## config.mk

```make
export PLATFORM = sky130hd
export DESIGN_NAME = apb_timer_slave
export DESIGN_NICKNAME = d
export VERILOG_FILES = /design/src/rtl/apb_timer_pkg.sv /design/src/rtl/apb_timer_slave_timer_core.sv /design/src/rtl/apb_timer_slave.sv
export SDC_FILE = /design/constraint.sdc
export NUM_CORES = 1
export LEC_CHECK = 0
export CORE_ASPECT_RATIO = 2
export CORE_MARGIN = 2
export CORE_UTILIZATION = 37
export DETAILED_ROUTE_END_ITERATION = 10
export PLACE_DENSITY = 0.55
export SETUP_SLACK_MARGIN = 0.15
export SLEW_MARGIN = 10
export SYNTH_ARGS = -nofsm -noshare
export SYNTH_HDL_FRONTEND = slang
export SYNTH_SLANG_ARGS = --single-unit
```

## constraint.sdc

```tcl
create_clock -name PCLK -period 3.85 [get_ports PCLK]
set_clock_uncertainty 0.05 [all_clocks]
set_input_delay 0.5775 -clock PCLK [delete_from_list [all_inputs] [get_ports PCLK]]
set_output_delay 0.5775 -clock PCLK [all_outputs]
set_load 0.01 [all_outputs]
```

## src/rtl/apb_timer_pkg.sv

```systemverilog
// ============================================================================
// Module      : apb_timer_pkg
// Description : Register offsets, CTRL bit positions and access-FSM encoding
//               shared by the APB timer front end and its timer core.
// Revision    : 1.0 - initial release
// ============================================================================
`default_nettype none

package apb_timer_pkg;

    // Word indices, i.e. PADDR[4:2]
    localparam logic [2:0] CTRL_OFF     = 3'd0;
    localparam logic [2:0] LOAD_OFF     = 3'd1;
    localparam logic [2:0] COUNT_OFF    = 3'd2;
    localparam logic [2:0] STATUS_OFF   = 3'd3;
    localparam logic [2:0] PRESCALE_OFF = 3'd4;

    localparam int CTRL_W        = 3;
    localparam int CTRL_EN_BIT   = 0;
    localparam int CTRL_AUTO_BIT = 1;
    localparam int CTRL_IE_BIT   = 2;

    typedef enum logic [1:0] {
        ST_IDLE   = 2'd0,
        ST_ACCESS = 2'd1,
        ST_DONE   = 2'd2
    } apb_state_t;

endpackage

`default_nettype wire

```

## src/rtl/apb_timer_slave_timer_core.sv

```systemverilog
// ============================================================================
// Module      : timer_core
// Description : Prescaler, 32-bit down counter, reload and interrupt flag,
//               driven by decoded register write strobes.
// Revision    : 1.0 - initial release
// ============================================================================
`default_nettype none

module timer_core
    import apb_timer_pkg::*;
#(
    parameter int DATA_W     = 32,
    parameter int PRESCALE_W = 16
) (
    input  logic                  clk,
    input  logic                  rst,
    input  logic                  i_ctrl_we,
    input  logic                  i_load_we,
    input  logic                  i_status_we,
    input  logic                  i_presc_we,
    input  logic [DATA_W-1:0]     i_wdata,
    output logic [CTRL_W-1:0]     o_ctrl,
    output logic [DATA_W-1:0]     o_load,
    output logic [DATA_W-1:0]     o_count,
    output logic                  o_if,
    output logic [PRESCALE_W-1:0] o_prescale,
    output logic                  o_irq
);

    logic [CTRL_W-1:0]     r_ctrl;
    logic [DATA_W-1:0]     r_load;
    logic [DATA_W-1:0]     r_count;
    logic                  r_if;
    logic [PRESCALE_W-1:0] r_prescale;
    logic [PRESCALE_W-1:0] r_pcnt;

    logic w_en;
    logic w_auto;
    logic w_tick;
    logic w_expire;

    assign w_en     = r_ctrl[CTRL_EN_BIT];
    assign w_auto   = r_ctrl[CTRL_AUTO_BIT];
    // >= keeps the prescaler wrapping if PRESCALE is lowered below the count
    assign w_tick   = w_en && (r_pcnt >= r_prescale);
    assign w_expire = w_tick && (r_count == '0);

    always_ff @(posedge clk) begin
        if (rst) begin
            r_ctrl     <= '0;
            r_load     <= '0;
            r_count    <= '0;
            r_if       <= 1'b0;
            r_prescale <= '0;
            r_pcnt     <= '0;
        end else begin
            if (i_presc_we) begin
                r_prescale <= i_wdata[PRESCALE_W-1:0];
            end

            if (i_load_we) begin
                r_load  <= i_wdata;
                r_count <= i_wdata;
                r_pcnt  <= '0;
            end else begin
                if (w_en) begin
                    r_pcnt <= w_tick ? '0 : r_pcnt + PRESCALE_W'(1);
                end
                if (w_tick) begin
                    if (r_count != '0) begin
                        r_count <= r_count - DATA_W'(1);
                    end else if (w_auto) begin
                        r_count <= r_load;
                    end
                end
            end

            if (i_ctrl_we) begin
                r_ctrl <= i_wdata[CTRL_W-1:0];
            end else if (w_expire && !w_auto) begin
                r_ctrl[CTRL_EN_BIT] <= 1'b0;
            end

            // Hardware set beats a simultaneous write-1-to-clear
            if (w_expire) begin
                r_if <= 1'b1;
            end else if (i_status_we && i_wdata[0]) begin
                r_if <= 1'b0;
            end
        end
    end

    assign o_ctrl     = r_ctrl;
    assign o_load     = r_load;
    assign o_count    = r_count;
    assign o_if       = r_if;
    assign o_prescale = r_prescale;
    assign o_irq      = r_if && r_ctrl[CTRL_IE_BIT];

endmodule

`default_nettype wire

```

## src/rtl/apb_timer_slave.sv

```systemverilog
// ============================================================================
// Module      : apb_timer_slave
// Description : APB completer front end for a prescaled down-counting timer.
//               Define TIMER_WAIT_STATE_EN for one wait state per access.
// Revision    : 1.0 - initial release
// ============================================================================
`default_nettype none

module apb_timer_slave
    import apb_timer_pkg::*;
#(
    parameter int ADDR_W     = 32,
    parameter int DATA_W     = 32,
    parameter int PRESCALE_W = 16
) (
    input  logic              PCLK,
    input  logic              PRESET,
    input  logic              PSEL,
    input  logic              PENABLE,
    input  logic              PWRITE,
    input  logic [ADDR_W-1:0] PADDR,
    input  logic [DATA_W-1:0] PWDATA,
    output logic              PREADY,
    output logic [DATA_W-1:0] PRDATA,
    output logic              PSLVERR,
    output logic              IRQ
);

    apb_state_t r_state;
    apb_state_t w_state_nxt;

    logic [2:0]            w_idx;
    logic                  w_err;
    logic                  w_access;
    logic                  w_ready;
    logic                  w_commit;
    logic [DATA_W-1:0]     w_rd_live;
    logic [DATA_W-1:0]     w_rd_data;
    logic [CTRL_W-1:0]     w_ctrl;
    logic [DATA_W-1:0]     w_load;
    logic [DATA_W-1:0]     w_count;
    logic                  w_if;
    logic [PRESCALE_W-1:0] w_prescale;
    logic                  w_unused_paddr;

    assign w_unused_paddr = ^PADDR[ADDR_W-1:5];

    assign w_idx    = PADDR[4:2];
    assign w_err    = (PADDR[1:0] != 2'b00) || (w_idx > PRESCALE_OFF) ||
                      (PWRITE && (w_idx == COUNT_OFF));
    assign w_access = (r_state == ST_ACCESS) && PSEL && PENABLE;

`ifdef TIMER_WAIT_STATE_EN
    logic              r_waited;
    logic [DATA_W-1:0] r_rd_snap;

    // First access cycle is the wait state; read data is frozen on its edge
    always_ff @(posedge PCLK) begin
        if (PRESET) begin
            r_waited  <= 1'b0;
            r_rd_snap <= '0;
        end else begin
            r_waited <= w_access && !r_waited;
            if (w_access && !r_waited) begin
                r_rd_snap <= w_rd_live;
            end
        end
    end

    assign w_ready   = w_access && r_waited;
    assign w_rd_data = r_rd_snap;
`else
    assign w_ready   = w_access;
    assign w_rd_data = w_rd_live;
`endif

    assign w_commit = w_ready && PWRITE && !w_err;

    always_comb begin
        w_rd_live = '0;
        case (w_idx)
            CTRL_OFF:     w_rd_live = {{(DATA_W-CTRL_W){1'b0}}, w_ctrl};
            LOAD_OFF:     w_rd_live = w_load;
            COUNT_OFF:    w_rd_live = w_count;
            STATUS_OFF:   w_rd_live = {{(DATA_W-1){1'b0}}, w_if};
            PRESCALE_OFF: w_rd_live = {{(DATA_W-PRESCALE_W){1'b0}}, w_prescale};
            default:      w_rd_live = '0;
        endcase
    end

    always_ff @(posedge PCLK) begin
        if (PRESET) begin
            r_state <= ST_IDLE;
        end else begin
            r_state <= w_state_nxt;
        end
    end

    always_comb begin
        w_state_nxt = r_state;
        case (r_state)
            ST_IDLE: begin
                if (PSEL && !PENABLE) w_state_nxt = ST_ACCESS;
            end
            ST_ACCESS: begin
                if (!PSEL)        w_state_nxt = ST_IDLE;
                else if (w_ready) w_state_nxt = ST_DONE;
            end
            ST_DONE: begin
                w_state_nxt = (PSEL && !PENABLE) ? ST_ACCESS : ST_IDLE;
            end
            default: w_state_nxt = ST_IDLE;
        endcase
    end

    assign PREADY  = w_ready;
    assign PSLVERR = w_ready && w_err;
    assign PRDATA  = (w_ready && !PWRITE && !w_err) ? w_rd_data : '0;

    timer_core #(
        .DATA_W     (DATA_W),
        .PRESCALE_W (PRESCALE_W)
    ) u_timer_core (
        .clk         (PCLK),
        .rst         (PRESET),
        .i_ctrl_we   (w_commit && (w_idx == CTRL_OFF)),
        .i_load_we   (w_commit && (w_idx == LOAD_OFF)),
        .i_status_we (w_commit && (w_idx == STATUS_OFF)),
        .i_presc_we  (w_commit && (w_idx == PRESCALE_OFF)),
        .i_wdata     (PWDATA),
        .o_ctrl      (w_ctrl),
        .o_load      (w_load),
        .o_count     (w_count),
        .o_if        (w_if),
        .o_prescale  (w_prescale),
        .o_irq       (IRQ)
    );

endmodule

`default_nettype wire

```

* Word-level counts from Yosys, hierarchy flattened
Cells that the tools add are included.
** Word-level totals
- Register bits :: 102
- Latch bits :: 0
- RAM bits :: 0
- ROM bits :: 0
- Input port bits :: 69
- Output and inout bits :: 35
- Logic and storage cells :: 72
- Memories :: 0
** Cells by class
- Add/sub/neg operators :: 2
- $mul :: 0
- Div/mod/pow operators :: 0
- $lt $le $gt $ge :: 2
- Equality and inequality tests :: 8
- Shift operators :: 0
- Muxes and demuxes :: 16
- Bitwise gates (word level) :: 0
- Reductions and logical operators :: 36
** Operator list (count)
- 2-to-1 mux 32 bit :: 5
- one-hot mux 32 bit (5 select lines) :: 1
- logical NOT 32 bit :: 1
- nonzero test 32 bit :: 1
- subtractor 32 x 1 -> 32 bit, second input constant :: 1
- logical AND 1 bit :: 18
- adder 16 x 1 -> 16 bit, second input constant :: 1
- >= comparator 16 bit :: 1
- 2-to-1 mux 16 bit :: 1
- nonzero test 2 bit :: 4
- equality test 3 x 2 -> 1 bit, second input constant :: 2
- 2-to-1 mux 2 bit :: 3
- one-hot mux 2 bit (3 select lines) :: 1
- 2-to-1 mux 1 bit :: 5
- logical NOT 1 bit :: 4
- AND reduction 2 bit :: 2
- equality test 3 x 1 -> 1 bit, second input constant :: 1
- equality test 3 bit, second input constant :: 1
- greater-than comparator 3 bit, second input constant :: 1
- logical NOT 3 bit :: 1
- != test 3 bit, second input constant :: 1
- nonzero test 3 bit :: 1
- equality test 2 x 1 -> 1 bit, second input constant :: 1
- equality test 2 bit, second input constant :: 1
- 4 further kinds :: 5

* Depth between registers and ports, before layout
Gate-level depths: netlist (run 1).
- Word-level depth :: 9
- Mapped depth :: 12
- Gate-level depth less buffers :: 9

* Cells and area by module
Synthesis (run 1) repeated with hierarchy kept, for this count alone.
** Unflattened totals
- Cells, all modules :: 810
- Area total of the unflattened synthesis :: 6342.3 µm²
** Modules (own cells, without submodules)
- timer_core :: instances 1, cells each 651, area an instance 5326.4 µm², sequential area each 2001.9 µm²
- apb_timer_slave :: instances 1, cells each 159, area an instance 1016.0 µm², sequential area each 40.0 µm²

* Worst setup path before layout (run 1)
Ideal clock, no wire load.
- Kind :: in2reg
- From :: input port PADDR[3]
- To :: register u_timer_core.r_count[20], in the netlist u_timer_core.o_count[20]
- Library setup time :: 0.095 ns
- Arrival time :: 2.639 ns
- Required time :: 3.705 ns
- Slack :: 1.065 ns
- Stages on the path :: 9
- Buffers on the path :: 3
- Cells stage by stage :: clkbuf_1 > or2_2 > a2111oi_0 > and3b_1 > and2_1 > buf_2 > buf_2 > nand2_1 > a221oi_1
** On the way
- Cells in the longest elaborated chain, start to end :: 8
- Elaborated cells between the ends (all ways) :: 13
- Those cells by class :: order compare (1); eq/ne (2); mux (1); reduce/logical (9)
** Ends and longest elaborated chain
- from (decl) :: line apb_timer_slave.sv:21 : input logic [ADDR_W-1:0] PADDR,
- greater-than comparator 3 bit or equality test 3 x 2 -> 1 bit (tied branches) :: line apb_timer_slave.sv:49, apb_timer_slave.sv:50
- logical OR 1 bit or logical AND 1 bit (tied branches) :: line apb_timer_slave.sv:49, apb_timer_slave.sv:50
- logical OR 1 bit :: line apb_timer_slave.sv:49 : assign w_err = (PADDR[1:0] != 2'b00) || (w_idx > PRESCALE_OFF) ||
- logical NOT 1 bit :: line apb_timer_slave.sv:77 : assign w_commit = w_ready && PWRITE && !w_err;
- logical AND 1 bit :: line apb_timer_slave.sv:77
- logical AND 1 bit * :: line apb_timer_slave.sv:127 : .i_load_we (w_commit && (w_idx == LOAD_OFF)),
- nonzero test 3 bit (no line) or nonzero test 2 bit (tied branches)
- AND reduction 2 bit (no line)
- to (signal assigned) :: line apb_timer_slave_timer_core.sv:63 : r_count <= i_wdata;
- to (signal assigned) :: line apb_timer_slave_timer_core.sv:71 : r_count <= r_count - DATA_W'(1);
- to (signal assigned) :: line apb_timer_slave_timer_core.sv:73 : r_count <= r_load;
- to (decl) :: line apb_timer_slave_timer_core.sv:32 : logic [DATA_W-1:0] r_count;
Mark *: on every way between the ends. The rest lies on a longest branch, timed or not.
A chain may end at the register's enable or synchronous reset.

* Worst setup path in the final report (run 1)
- From :: input port PSEL
- To :: output port PRDATA[4]
** On the way
- Cells in the longest elaborated chain, start to end :: 5
** Ends and longest elaborated chain
- from (decl) :: line apb_timer_slave.sv:18 : input logic PSEL,
- logical AND 1 bit (2 in series) :: line apb_timer_slave.sv:51 : assign w_access = (r_state == ST_ACCESS) && PSEL && PENABLE;
- logical AND 1 bit (2 in series) :: line apb_timer_slave.sv:118 : assign PRDATA = (w_ready && !PWRITE && !w_err) ? w_rd_data : '0;
- 2-to-1 mux 32 bit :: line apb_timer_slave.sv:118
- to (decl) :: line apb_timer_slave.sv:24 : output logic [DATA_W-1:0] PRDATA,
No other way between the ends.

==> flow_metrics.py, run 1 <==
metrics = {
    "logic_synthesis": {
        "syn_inst": 842,
        "synth_area_per_cell_um2": 7.176,
        "async_flop_share_pct": 0,
        "synth_area_leader_cell": "dfxtp_1",
        "synth_edf_count": 0,
        "ys.flop_type": "dfxtp_1",
        "ys_ff_latch": 102,
        "ys_warn_count": 0,
        "synth_nets": 930,
        "synth_commonest_cells": "nand2_1 (149), nor2_1 (117), a21oi_1 (102), dfxtp_1 (102), clkbuf_1 (48)",
        "netlist_area_um2": 6042,
        "yosysSeqAreaShare_pct": 33.80,
        "yosysMostFrequentCell": "nand2_1",
        "synth_top_area_share_pct": 33.80,
        "synth_cell_types": 57,
        "yosys-top-cells-area": "dfxtp_1 (34%), nand2_1 (9.3%), a21oi_1 (8.4%), nor2_1 (7.3%), ha_1 (3.9%)",
    },
    "global_route": {
        "grt_pass1_vias": 5880,
        "grt_max_degree": 52,
        "grt_pass1_wl_mm": 31.23,
        "antenna_found_initial": 0,
        "grt_use_total_pct": 22.73,
        "gr-total-overflow": 0,
    },
    "power": {
        "ir_drop_uv": 189.2,
        "power_leakage_nw": 2.457,
        "p_per_area_nw_per_um2": 282.2,
    },
    "critical_path": {
        "start_kind": "input pin",
        "reg2reg_depth": 8,
        "critPathKind": "input pin to primary output",
        "crit_path_max_incr_delay_ns": 0.56,
        "worst-path-stages": 7,
        "critical_path_required_ns": 3.22,
        "crit_path_frequent_cell": "clkdlybuf4s50_1",
        "crit_arrival_ns": 2.79,
        "cp_max_fo": 16,
        "crit_chain": "clkdlybuf4s50_1 -> nand4b_1 -> nor3_1 -> nand2_1 -> buf_4 -> nor2_1 -> clkdlybuf4s50_1",
        "critPathCaptureType": "primary output",
        "slowest_stage": "clkdlybuf4s50_1",
        "timing.critical_path.buf_inv": 3,
        "crit_family": "buffers and inverters",
    },
    "placement": {
        "gp_congestion": 0.8821,
        "port_buffers": 76,
        "hpwlAfterDp_mm": 13.66,
        "dpl-instance-area_um2": 6997,
        "dpl.cell_count": 1087,
    },
    "sta": {
        "setup_violations": 0,
        "drv_slew": 0,
        "hold_violations": 0,
        "tightest_slew_ns": 0.6598,
        "fin_setup_tns_ns": 0,
        "fmax_mhz": 292.9,
        "hold_slack_ns": 0.4066,
        "slew_headroom_pct": 55.61,
        "period_share_pct": 88.68,
        "rsz0062_at_grt": "no",
        "period_needed_ns": 3.414,
    },
    "finish": {
        "seq_area_um2": 2042,
        "layout.nets": 982,
        "final_layout_size_suffix_gt1_share_pct": 5.673,
        "instances_no_fill": 1103,
        "area_delta_synth_final_pct": 20.38,
        "fill_cells": 1695,
        "multi_input_area_um2": 3646,
        "postLayoutCellArea_um2": 7273,
        "diodes": 0,
        "fin_util_pct": 45.17,
    },
    "clock_tree": {
        "cts_tree": "built",
        "clock_latency_ns": 0.36,
        "clkSinkCount": 102,
        "cts_setup_buffers": 0,
        "holdBufCountCts": 0,
        "root_buffer": "clkbuf_16",
        "path_clk_slew_ns": 0.07,
        "clockBufferDepth": 2,
        "cts_buffers": 9,
        "cts-resized-gates": 0,
        "htreeDepth": 3,
    },
    "routing": {
        "wl_per_cell_um": 17.43,
        "vias": 6183,
        "viasPerCell": 5.606,
        "drt_wl_total_mm": 19.23,
        "drc": 0,
        "drtIter0Drc": 380,
        "first_pass_iters": 5,
        "ant_nets": 0,
    },
    "run_status": {
        "status": "completed",
    },
    "worst_hold_path": {
        "hp-class": "flop to flop",
        "hold_path_depth": 1,
    },
    "floorplan": {
        "core-area_um2": 16100,
        "die_h_um": 184.7,
        "start_util_pct": 37.52,
        "die_w_um": 94.36,
        "ioPinCount": 104,
        "rows": 66,
        "die-area_um2": 17430,
    },
    "flow_run": {
        "cap_violations": 0,
    },
}
state kept, by name, indices dropped and copies added, names as in the netlist:
register,count
u_timer_core.o_ctrl,3
u_timer_core.o_count,32
u_timer_core.o_load,32
u_timer_core.r_pcnt,16
u_timer_core.o_if,1
r_state,2
u_timer_core.o_prescale,16
where the power goes:
group / switching, mW / leakage [nW] / total, mW / internal, mW
logic: 0.0722 / 1.50 / 0.125 / 0.0530
clock network: 0.428 / 0.133 / 0.872 / 0.444
registers: 0.000485 / 0.821 / 1.06 / 1.05
total: 0.501 / 2.46 / 2.05 / 1.55
worst paths after layout:
check / startpoint / to / slack (ns)
setup / recovery: PSEL / PRDATA[4] / 0.44
hold / removal: r_state[0] / r_state[0] / 0.41
setup reg to reg: u_timer_core.o_count[20] / u_timer_core.o_count[23] / 0.62
hold reg to reg: r_state[0] / r_state[0] / 0.41
final cells by class:
cell class | count | area share [%]
clock buffers | 10 | 3.148
clock inverters | 6 | 0.6537
inverters | 24 | 1.239
multi-input cells | 655 | 50.13
flip-flops and latches | 102 | 28.08
well taps | 204 | 3.509
repair buffers | 102 | 13.25
layer usage:
metal,vias to the layer above,wire length (um),track usage (%)
li1,3071,-,-
met4,0,526,8.348
met2,167,9566,37.94
met3,33,804,3.393
met5,-,0,0
met1,2912,8332,29.38
cell usage in the layout (no fill, tap or decap), types with 11 or more instances in the layout:
cell / instances
nor2_1: 117
xor2_1: 13
xnor2_1: 11
a221oi_1: 12
a21oi_1: 102
buf_4: 25
o21ai_0: 46
inv_1: 24
nand2_1: 149
a22oi_1: 30
and3_1: 12
dfxtp_1: 102
mux2i_1: 11
nor3_1: 18
ha_1: 19
clkdlybuf4s50_1: 75
cell families (layout without fill, tap and decap cells):
kind of cell / Yosys count / after routing / share of synthesized area [%]
AND/OR/NAND/NOR: 358 / 358 / 26.28
AO/OA/AOI/OAI: 243 / 243 / 24.75
flip-flops: 102 / 102 / 33.80
buffers and inverters: 85 / 142 / 5.943
XOR/XNOR: 24 / 24 / 3.479
adder cells (fa/ha/maj): 19 / 19 / 3.935
multiplexers: 11 / 11 / 1.822
metrics by stage:
stage	setup slack, ns	power [mW]
floorplan	1.065	1.126
global placement	0.4496	1.205
detailed placement	0.4282	1.205
CTS	0.4269	2.079
global route	0.2907	2.136
finish	0.4357	2.052
(Power assumes the default switching activity.)
==> inputs of run 2 (changes only) <==
CELL_PAD_IN_SITES_DETAIL_PLACEMENT = 1   (was default)
CELL_PAD_IN_SITES_GLOBAL_PLACEMENT = 2   (was default)
CORE_MARGIN = default   (was 2)
CORE_UTILIZATION = 30   (was 37)
PLACE_DENSITY = 0.77   (was 0.55)
==> run 2 against run 1 <==
Count of clock-buffer cells in the layout grew 2. Core utilization shrank 7.6 points. Flip-flop and latch count is the same. Routed wire length grew 17%. Sequential share of layout area shrank 0.68 points. First-iteration DRC count shrank 37%. Critical path depth is the same. Combinational power is essentially flat. Clock power grew 6.7%. Largest cell class unchanged.
==> flow_metrics.py, run 2 (synthesized netlist as in run 1, its figures left out) <==
metrics = {
    "global_route": {
        "met3_usage_pct": 1.962,
        "gr-usage-met1_pct": 22.68,
        "gr-total-overflow": 0,
        "grt_pass1_wl_mm": 35.25,
        "grt_use_total_pct": 22.46,
        "antenna_found_initial": 0,
        "grt_max_degree": 52,
        "grt_pass1_vias": 6536,
        "use_met2_pct": 44.46,
        "grt_busiest_layer": "met2",
    },
    "clock_tree": {
        "clkSinkCount": 102,
        "cts_tree": "built",
        "path_clk_slew_ns": 0.07,
        "root_buffer": "clkbuf_16",
        "htreeDepth": 3,
        "cts-resized-gates": 0,
        "clockBufferDepth": 2,
        "cts_buffers": 9,
        "holdBufCountCts": 0,
        "clock_latency_ns": 0.36,
        "cts_setup_buffers": 0,
    },
    "critical_path": {
        "critical_path_required_ns": 3.22,
        "timing.critical_path.buf_inv": 3,
        "crit_chain": "clkdlybuf4s50_1 -> nand4b_1 -> nor3_1 -> nand2_1 -> buf_4 -> nor2_1 -> clkdlybuf4s50_1",
        "r2r-start": "u_timer_core.r_pcnt[0]",
        "reg2reg_setup_slack_ns": 0.67,
        "reg2reg_depth": 9,
        "critPathCaptureType": "primary output",
        "cp_max_fo": 17,
        "crit_family": "buffers and inverters",
        "crit_path_max_incr_delay_ns": 0.57,
        "crit_arrival_ns": 2.77,
        "crit_path_frequent_cell": "clkdlybuf4s50_1",
        "critPathKind": "input pin to primary output",
        "slowest_stage": "clkdlybuf4s50_1",
        "start_kind": "input pin",
        "reg2reg_to": "u_timer_core.r_pcnt[1]",
    },
    "worst_hold_path": {
        "hp-class": "flop to flop",
        "hold_path_depth": 1,
        "hp-start": "r_state[1]",
        "holdPathEnd": "r_state[0]",
    },
    "power": {
        "clkPwrFrac_pct": 44.0,
        "power_leakage_nw": 2.527,
        "p_seq_share_pct": 49.9,
        "internal_power_mw": 1.602,
        "p_total_mw": 2.113,
        "p_comb_share_pct": 6.1,
        "ir_drop_uv": 162.2,
        "p_per_area_nw_per_um2": 283.5,
        "p_sw_mw": 0.5108,
        "swShare_pct": 24.18,
    },
    "finish": {
        "mostFrequentLayoutCells": "nand2_1 (149), nor2_1 (117), a21oi_1 (102), dfxtp_1 (102), clkdlybuf4s50_1 (75)",
        "multi_input_area_um2": 3646,
        "diodes": 0,
        "layout_commonest_cell": "nand2_1",
        "seq_area_um2": 2042,
        "postLayoutCellArea_um2": 7453,
        "final_layout_size_suffix_gt1_share_pct": 6.821,
        "layout.nets": 992,
        "fill_cells": 2525,
        "area_delta_synth_final_pct": 23.36,
    },
    "placement": {
        "hpwlAfterDp_mm": 17.10,
        "port_buffers": 76,
        "dpl-instance-area_um2": 7157,
        "gp_congestion": 0.8267,
    },
    "routing": {
        "first_pass_iters": 4,
        "viasPerCell": 5.363,
        "drtIter0Drc": 239,
        "drc": 0,
        "drt_wl_total_mm": 22.47,
        "ant_nets": 0,
        "wl_per_cell_um": 19.19,
        "vias": 6280,
    },
    "sta": {
        "hold_violations": 0,
        "slew_headroom_pct": 58.16,
        "fmax_mhz": 294.2,
        "hold_slack_ns": 0.4003,
        "rsz0062_at_grt": "no",
        "setup_violations": 0,
        "fin_setup_tns_ns": 0,
        "period_needed_ns": 3.399,
        "tightest_slew_ns": 0.6119,
        "period_share_pct": 88.30,
        "drv_slew": 0,
    },
    "floorplan": {
        "start_util_pct": 30.48,
        "die-area_um2": 20750,
        "ioPinCount": 104,
        "rows": 73,
        "die_w_um": 102.4,
        "core-area_um2": 19820,
        "die_h_um": 202.7,
    },
    "run_status": {
        "status": "completed",
    },
    "flow_run": {
        "cap_violations": 0,
    },
}
## run 2: worst max-delay path by stage
stage	startpoint	endpoint	slack, ns	cells after the start
floorplan	PADDR[3]	u_timer_core.o_count[20]	1.07	9
global route	PSEL	PRDATA[20]	0.27	7
global placement	PENABLE	PRDATA[20]	0.44	7
finish	PSEL	PRDATA[20]	0.45	7
detailed placement	PSEL	PRDATA[20]	0.41	7
CTS	PSEL	PRDATA[20]	0.39	7
## run 2: cell type report
type / instances / area share (%)
Clock buffer: 12 / 3.576
Clock inverter: 4 / 0.4029
Inverter: 24 / 1.209
Multi-Input combinational cell: 655 / 48.92
Sequential cell: 102 / 27.40
Tap cell: 262 / 4.398
Timing Repair Buffer: 112 / 14.10
## run 2: layer usage
metal	up-vias	wire length, um
met5	-	0
met3	35	426
met4	0	732
li1	3077	-
met2	91	12940
met1	3077	8374
## run 2: power by group through the flow
stage	Sequential (mW)	Clock, mW	Combinational, mW
floorplan	1.08	0	0.0465
detailed placement	1.08	0	0.128
finish	1.05	0.930	0.128
global route	1.06	0.993	0.136
CTS	1.05	0.959	0.129
global placement	1.08	0	0.129
## run 2: stage by stage
stage	setup slack (ns)	std cells	utilization (%)
floorplan	1.065	842	-
global placement	0.4373	1155	36.11
detailed placement	0.4108	1155	36.11
CTS	0.3915	1171	37.60
global route	0.2705	1171	37.60
finish	0.4506	1171	37.60
